**src/rtl/uart_cmd_pkg.sv**
```systemverilog
// Shared types and constants for the UART command frame parser.
// Frame layout depends on UART_CMD_CHKSUM_EN (see uart_cmd_parser.sv).
package uart_cmd_pkg;

    typedef enum logic [2:0] {
        IDLE   = 3'd0,
        CMD    = 3'd1,
        DATA_H = 3'd2,
        DATA_L = 3'd3,
        CHK    = 3'd4
    } state_e;

    localparam logic [1:0] ERR_NONE    = 2'd0;
    localparam logic [1:0] ERR_CHKSUM  = 2'd1;
    localparam logic [1:0] ERR_TIMEOUT = 2'd2;

    localparam logic [7:0] HEADER_DEFAULT = 8'h55;

    // 8-bit wrap-around sum of the three payload bytes.
    function automatic logic [7:0] chksum8(input logic [7:0] a,
                                           input logic [7:0] b,
                                           input logic [7:0] c);
        return a + b + c;
    endfunction

endpackage

```
**src/rtl/uart_cmd_timeout.sv**
```systemverilog
// Inter-byte idle counter: clears on clr, counts while en, pulses tc at TIMEOUT-1.
module uart_cmd_timeout
#(
    parameter int TIMEOUT = 520830
)
(
    input  logic clk,
    input  logic rst,
    input  logic clr,
    input  logic en,
    output logic tc
);

    localparam int             CW   = $clog2(TIMEOUT);
    localparam logic [CW-1:0]  LAST = CW'(TIMEOUT - 1);

    logic [CW-1:0] cnt_q, cnt_d;

    assign tc = en && !clr && (cnt_q == LAST);

    always_comb begin
        cnt_d = cnt_q;
        if (clr) begin
            cnt_d = '0;
        end else if (en) begin
            cnt_d = tc ? '0 : cnt_q + CW'(1);
        end
    end

    always_ff @(posedge clk or posedge rst) begin
        if (rst) begin
            cnt_q <= '0;
        end else begin
            cnt_q <= cnt_d;
        end
    end

endmodule

```
**src/rtl/uart_cmd_parser.sv**
```systemverilog
// Assembles header/cmd/data_h/data_l[/checksum] frames from a UART byte stream.
// UART_CMD_CHKSUM_EN defined: 5-byte frames with checksum; undefined: 4-byte frames.
module uart_cmd_parser
    import uart_cmd_pkg::*;
#(
    parameter logic [7:0] HEADER  = HEADER_DEFAULT,
    parameter int         TIMEOUT = 520830
)
(
    input  logic        clk,
    input  logic        rst,
    input  logic [7:0]  din,
    input  logic        din_vld,
    output logic [7:0]  cmd,
    output logic [15:0] data,
    output logic        cmd_vld,
    output logic        err,
    output logic [1:0]  err_type
);

    state_e      state_q, state_d;
    logic [7:0]  cmd_sh_q, cmd_sh_d;
    logic [7:0]  dh_q, dh_d;
`ifdef UART_CMD_CHKSUM_EN
    logic [7:0]  dl_q, dl_d;
`endif
    logic [7:0]  cmd_q, cmd_d;
    logic [15:0] data_q, data_d;
    logic        cmd_vld_q, cmd_vld_d;
    logic        err_q, err_d;
    logic [1:0]  err_type_q, err_type_d;

    logic to_clr, to_en, to_tc;

    assign to_clr = din_vld || (state_q == IDLE);
    assign to_en  = (state_q != IDLE);

    uart_cmd_timeout #(.TIMEOUT(TIMEOUT)) u_timeout (
        .clk (clk),
        .rst (rst),
        .clr (to_clr),
        .en  (to_en),
        .tc  (to_tc)
    );

    // A byte always takes priority over a coincident timeout.
    always_comb begin
        state_d    = state_q;
        cmd_sh_d   = cmd_sh_q;
        dh_d       = dh_q;
`ifdef UART_CMD_CHKSUM_EN
        dl_d       = dl_q;
`endif
        cmd_d      = cmd_q;
        data_d     = data_q;
        cmd_vld_d  = 1'b0;
        err_d      = 1'b0;
        err_type_d = err_type_q;

        if (din_vld) begin
            case (state_q)
                IDLE: begin
                    if (din == HEADER) state_d = CMD;
                end
                CMD: begin
                    cmd_sh_d = din;
                    state_d  = DATA_H;
                end
                DATA_H: begin
                    dh_d    = din;
                    state_d = DATA_L;
                end
                DATA_L: begin
`ifdef UART_CMD_CHKSUM_EN
                    dl_d    = din;
                    state_d = CHK;
`else
                    cmd_d     = cmd_sh_q;
                    data_d    = {dh_q, din};
                    cmd_vld_d = 1'b1;
                    state_d   = IDLE;
`endif
                end
`ifdef UART_CMD_CHKSUM_EN
                CHK: begin
                    if (din == chksum8(cmd_sh_q, dh_q, dl_q)) begin
                        cmd_d     = cmd_sh_q;
                        data_d    = {dh_q, dl_q};
                        cmd_vld_d = 1'b1;
                    end else begin
                        err_d      = 1'b1;
                        err_type_d = ERR_CHKSUM;
                    end
                    state_d = IDLE;
                end
`endif
                default: state_d = IDLE;
            endcase
        end else if (to_tc) begin
            state_d    = IDLE;
            err_d      = 1'b1;
            err_type_d = ERR_TIMEOUT;
        end
    end

    always_ff @(posedge clk or posedge rst) begin
        if (rst) begin
            state_q    <= IDLE;
            cmd_sh_q   <= '0;
            dh_q       <= '0;
`ifdef UART_CMD_CHKSUM_EN
            dl_q       <= '0;
`endif
            cmd_q      <= '0;
            data_q     <= '0;
            cmd_vld_q  <= 1'b0;
            err_q      <= 1'b0;
            err_type_q <= ERR_NONE;
        end else begin
            state_q    <= state_d;
            cmd_sh_q   <= cmd_sh_d;
            dh_q       <= dh_d;
`ifdef UART_CMD_CHKSUM_EN
            dl_q       <= dl_d;
`endif
            cmd_q      <= cmd_d;
            data_q     <= data_d;
            cmd_vld_q  <= cmd_vld_d;
            err_q      <= err_d;
            err_type_q <= err_type_d;
        end
    end

    assign cmd      = cmd_q;
    assign data     = data_q;
    assign cmd_vld  = cmd_vld_q;
    assign err      = err_q;
    assign err_type = err_type_q;

endmodule

```
**config.mk**
```make
export PLATFORM = sky130hd
export DESIGN_NAME = uart_cmd_parser
export DESIGN_NICKNAME = d
export VERILOG_FILES = /design/src/rtl/uart_cmd_pkg.sv /design/src/rtl/uart_cmd_timeout.sv /design/src/rtl/uart_cmd_parser.sv
export SDC_FILE = /design/constraint.sdc
export NUM_CORES = 1
export LEC_CHECK = 0
export BUFFER_PORTS_ARGS = -buffer_cell sky130_fd_sc_hd__buf_2
export CAP_MARGIN = 20
export CORE_MARGIN = 1
export CORE_UTILIZATION = 55
export CTS_BUF_LIST = sky130_fd_sc_hd__clkbuf_4 sky130_fd_sc_hd__clkbuf_8
export CTS_CLUSTER_DIAMETER = 200
export CTS_CLUSTER_SIZE = 8
export DETAILED_ROUTE_END_ITERATION = 8
export GPL_ROUTABILITY_DRIVEN = 0
export HOLD_SLACK_MARGIN = 0.02
export PLACE_DENSITY = 0.89
export SYNTH_ARGS = -nofsm -noshare
export SYNTH_HDL_FRONTEND = slang
export SYNTH_SLANG_ARGS = --single-unit
export TNS_END_PERCENT = 10
```
**constraint.sdc**
```tcl
create_clock -name clk -period 2.9 [get_ports clk]
set_input_delay 0.29 -clock clk [delete_from_list [all_inputs] [get_ports clk]]
set_output_delay 0.29 -clock clk [all_outputs]
set_load 0.05 [all_outputs]
```
Word-level counts from Yosys, hierarchy flattened. Cells that the tools add are included.

$add $sub $neg: 1. Equal/unequal tests: 6. Mux-type cells: 11. Bitwise gates (word level): 1. Reductions and logical operators: 13.

Operator list (number): 2-to-1 mux 19 bit (3); adder 19 x 1 -> 19 bit (second input constant) (1); == test 19 bit (second input constant) (1); AND reduction 2 bit (5); 2-to-1 mux 3 bit (3); case mux 3 bit (3 select lines) (1); == test 8 x 7 -> 1 bit (second input constant) (1); == test 3 x 2 -> 1 bit (second input constant) (2); 2-to-1 mux 1 bit (4); nonzero test 2 bit (2); == test 3 x 1 -> 1 bit (second input constant) (1); zero test 3 bit (1); != test 3 x 2 -> 1 bit (second input constant) (1); nonzero test 3 bit (1); logical AND 1 bit (2); zero test 1 bit (1); logical OR 1 bit (1); inverter 1 bit (1).

Flip-flop bits (word level): 65. Bits of input ports: 11. Output and inout bits: 28. Word-level logic and storage cells: 41.

Depth between registers and ports, before layout.
Depth after elaboration: 8. Depth in mapped cells: 7. Gate-level depth less buffers: 6.

Modules after synthesis. Synthesis repeated with hierarchy kept, for this count alone.

Cell total of the unflattened synthesis: 253. Area total of the unflattened synthesis: 3079.2 um2.

By module, submodules not included: uart_cmd_parser (instances 1, cells an instance 118, area each 1896.8 um2, sequential area each 1126.1 um2); uart_cmd_timeout (instances 1, cells an instance 135, area each 1182.4 um2, sequential area each 475.5 um2).

Least setup slack after synthesis. OpenSTA, ideal clock, no wires.

Path kind: reg-to-reg. From: register u_timeout.cnt_q[7]. To: register u_timeout.cnt_q[2]. Setup time: 0.119 ns. Data arrival time: 1.884 ns. Data required time: 2.781 ns. Path slack: 0.898 ns. Stages on the path, launching flop included: 6. Path buffers: 1. Period minus slack after synthesis: 2.002 ns. Cells stage by stage: dfrtp_1 > or4b_1 > or4_4 > o21ai_4 > buf_6 > nor2_1.

Word-level cells in the longest chain between the ends: 5.

Ends and longest elaborated chain: start: declaration (line uart_cmd_timeout.sv:17) `logic [CW-1:0] cnt_q, cnt_d;`; start signal: assignment (line uart_cmd_timeout.sv:34) `cnt_q <= cnt_d;`; == test 19 bit (line uart_cmd_timeout.sv:19) `assign tc = en && !clr && (cnt_q == LAST);`; logical AND 1 bit (line uart_cmd_timeout.sv:19); 2-to-1 mux 19 bit (line uart_cmd_timeout.sv:26) `cnt_d = tc ? '0 : cnt_q + CW'(1);`; 2-to-1 mux 19 bit (line uart_cmd_timeout.sv:25) `end else if (en) begin`; 2-to-1 mux 19 bit (line uart_cmd_timeout.sv:23) `if (clr) begin`.

Every way passes these cells. The select of a mux whose other input is x is not followed. A chain may end at the register's enable or synchronous reset.

Worst setup path after layout.
From: register u_timeout.cnt_q[7]. To: register u_timeout.cnt_q[11].

Word-level cells in the longest chain between the ends: 5. Elaborated cells on any way between the ends: 6. Classes of those cells: add/sub: 1; eq/ne: 1; mux: 3; reduce/logical: 1.

Ends and longest elaborated chain (line): branches (longest 2 deep; another with adder 19 x 1 -> 19 bit); 2-to-1 mux 19 bit * (uart_cmd_timeout.sv:26); 2-to-1 mux 19 bit * (uart_cmd_timeout.sv:25); 2-to-1 mux 19 bit * (uart_cmd_timeout.sv:23).

Every way passes the cells marked *. The select of a mux whose other input is x is not followed.

==> reports/results.ini <==
[clock_network]
tritoncts_clock_tree = built
hold_buffers = 0
clkLatencyLatePin_ps = 330
cts-root-to-sink-buffers = 2
htree_num_levels = 3
postCtsResizedCells = 0
cts_root_buffer = clkbuf_8
cts_made_buffers = 9
cts_post_setup_buffers_inserted = 0
cts.clk_slew.worst_paths_ps = 60
clock-sinks = 64

[global_route]
maximum_number_of_pins_on_one_net_before_global_route_repair = 37
globalRoute.totalOverflow = 0
grt_pass1_wl_microns = 7770
grt_most_used_layer = met2
globalRouteTotalUtil_pct = 20.0
number_of_global_route_vias_before_repair = 1722
number_of_antenna_violations_at_the_first_check_in_global_routing = 0
use_met3_pct = 5.42
grt.met2_usage_pct = 34.3
use_met1_pct = 22.6

[drt]
num_vias = 1732
detailedRoute.firstIterationViolations = 96
wl_microns = 4640
routedWlPerCell_microns = 14.2
drc_violations_left = 0
ant_nets = 0
drt_first_pass_iters = 4
via_per_inst = 5.31

[setup_path]
worst-path-buf-inv = 0
critical-path-top-delay-family = simple AND/OR/NAND/NOR gates
criticalPathCategory = flip-flop to flip-flop
worstReg2RegStart = u_timeout.cnt_q[7]
worst-endpoint-required_ps = 3090
reg2reg_depth = 4
worstPathArrival_ps = 2380
r2r_setup_slack_ps = 710
worstPathCellList = or4b_1 -> or4_4 -> o21ai_4 -> nor2_1
setup.worst_path.start_class = flip-flop
slowest_stage = or4b_1
max_fo_critical_path = 19
timing.rr.end = u_timeout.cnt_q[11]
critical_path.max_stage_delay_ps = 530
setup.worst_path.end_class = flip-flop

[sta]
period_share_pct = 75.5
worst_hold_slack_ps = 82.8
max-slew-margin-rel_pct = 51.2
timing.final.max_slew_violations = 0
finalWorstSetupSlack_ps = 711
finalWorstPathRequiredPeriod_ps = 2190
setup_violations = 0
hold_fails_final_rpt = 0
skew_ps = 6.53
max_clock_freq_mhz = 457
timing.setup.tns_ps = 0
unrepaired_setup_endpoints_after_global_routing = false
measured_slew_at_the_worst_slew_check_pin_ps = 731

[synthesis]
mappedNetlistArea_sq_um = 2740
syn-mean-instance-area_sq_um = 13.0
synthFlopType = dfrtp_1
ys_seq_elements = 64
yosys-top-cells-count = dfrtp_1 (64), mux2_2 (40), nor2_1 (19)
synth_most_common_cell = dfrtp_1
count_of_different_cell_masters_after_synthesis = 35
synth-async-reset-ratio_pct = 100
synth_top_area_cell = dfrtp_1
synth_seq_area_share_pct = 58.6
synth_top_cells_by_area = dfrtp_1 (59%), mux2_2 (16%), xnor2_1 (2.9%)
synth-warning-count = 0
synth-edff-count = 0
net_count_after_synthesis = 228
synth_largest_type_area_fraction_pct = 58.6
synthCells = 211

[placement]
placement.io_buffers = 37
hpwlAfterDp_microns = 3200
post-place-ws_ps = 709
dp_cells = 312

[floorplan]
initial_utilization_pct = 57.5
std_cell_rows = 25
fp.dieW_microns = 72.5
die_h_microns = 72.5
floorplan.core_area_sq_um = 4750
design.portCount = 39
design.die.area_sq_um = 5260

[hold_path]
hold_class = primary input to asynchronous set/reset pin

[cells_and_area]
drive_above_1_share_pct = 39.8
layout.filler_cells = 349
area_delta_synth_final_pct = 16.4
nets = 273
antenna_cells_inserted = 0
layoutNonFillerInstCount = 326

[power]
peakVddDrop_mv = 0.446
cellLeakagePower_uw = 0.00143
pwr_cell_area_nw_per_um2 = 1100
pwr_total_uw = 3490

[outcome]
status = completed

[run]
max_cap_violations = 0

logic make-up after synthesis:
kind of cell / after synthesis / synth area share (%)
AOI/OAI and AO/OA: 12 / 3.02
xor gates and xnor gates: 14 / 4.48
adders and majority gates: 6 / 2.74
buffers and inverters: 13 / 2.20
DFF: 64 / 58.6
muxes: 40 / 16.5
other: 1 / 0.137
and+or+nand+nor: 61 / 12.4
layout make-up:
cell class,instances,area [sq um],share of cell area [%]
sequential,64,1600,50.3
multi-input combinational,134,1070,33.7
timing repair buffer,39,200,6.29
clock buffer,11,151,4.76
tap,67,83.8,2.63
clock inverter,3,42.5,1.34
inverter,8,30.0,0.943
placed cells by master (no fill, tap or decap), types with 2 or more instances in the layout:
master	instances
o21ai_0	3
and3_1	2
buf_4	2
nand2_1	10
dfrtp_1	64
nand3_1	6
xor2_1	5
or2_2	2
a21oi_1	5
buf_2	37
nor4_1	3
clkbuf_8	11
nor3_1	4
inv_1	7
nor2_1	19
or3_1	2
nand4_1	3
ha_1	6
xnor2_1	9
mux2_2	40
worst max path at each step:
stage | from | endpoint | slack (ps) | cells after the start
CTS | u_timeout.cnt_q[7] | u_timeout.cnt_q[11] | 700 | 4
global placement | u_timeout.cnt_q[7] | u_timeout.cnt_q[10] | 790 | 4
global route | u_timeout.cnt_q[7] | u_timeout.cnt_q[7] | 620 | 4
floorplan | u_timeout.cnt_q[7] | u_timeout.cnt_q[2] | 900 | 5
detailed placement | u_timeout.cnt_q[7] | u_timeout.cnt_q[14] | 710 | 4
finish | u_timeout.cnt_q[7] | u_timeout.cnt_q[11] | 710 | 4
metal layers:
metal / part of all wire [%] / routed length, microns
met5: 0 / 0
met1: 43 / 1980
met4: 1.4 / 66
met2: 52 / 2390
met3: 4.2 / 196
flip-flops by register name, summed over array words and instances (netlist names), 2 cells and up:
name and flops:
state_q 2, cmd 8, cmd_sh_q 8, u_timeout.cnt_q 19, data 16, dh_q 8
where the power goes:
part	switching [uW]	internal (uW)	leakage [uW]
logic	923	454	0.000530
registers	162	1210	0.000806
clock network	312	433	0.0000973
through the flow:
step / area [sq um] / utilization (%)
2_1_floorplan: 2740 / -
3_3_place_gp: 2990 / 62.9
3_5_place_dp: 2990 / 62.9
4_1_cts: 3180 / 66.9
5_1_grt: 3180 / 66.9
6_report: 3180 / 66.9
Note: power is estimated with default switching activity, not from simulation.
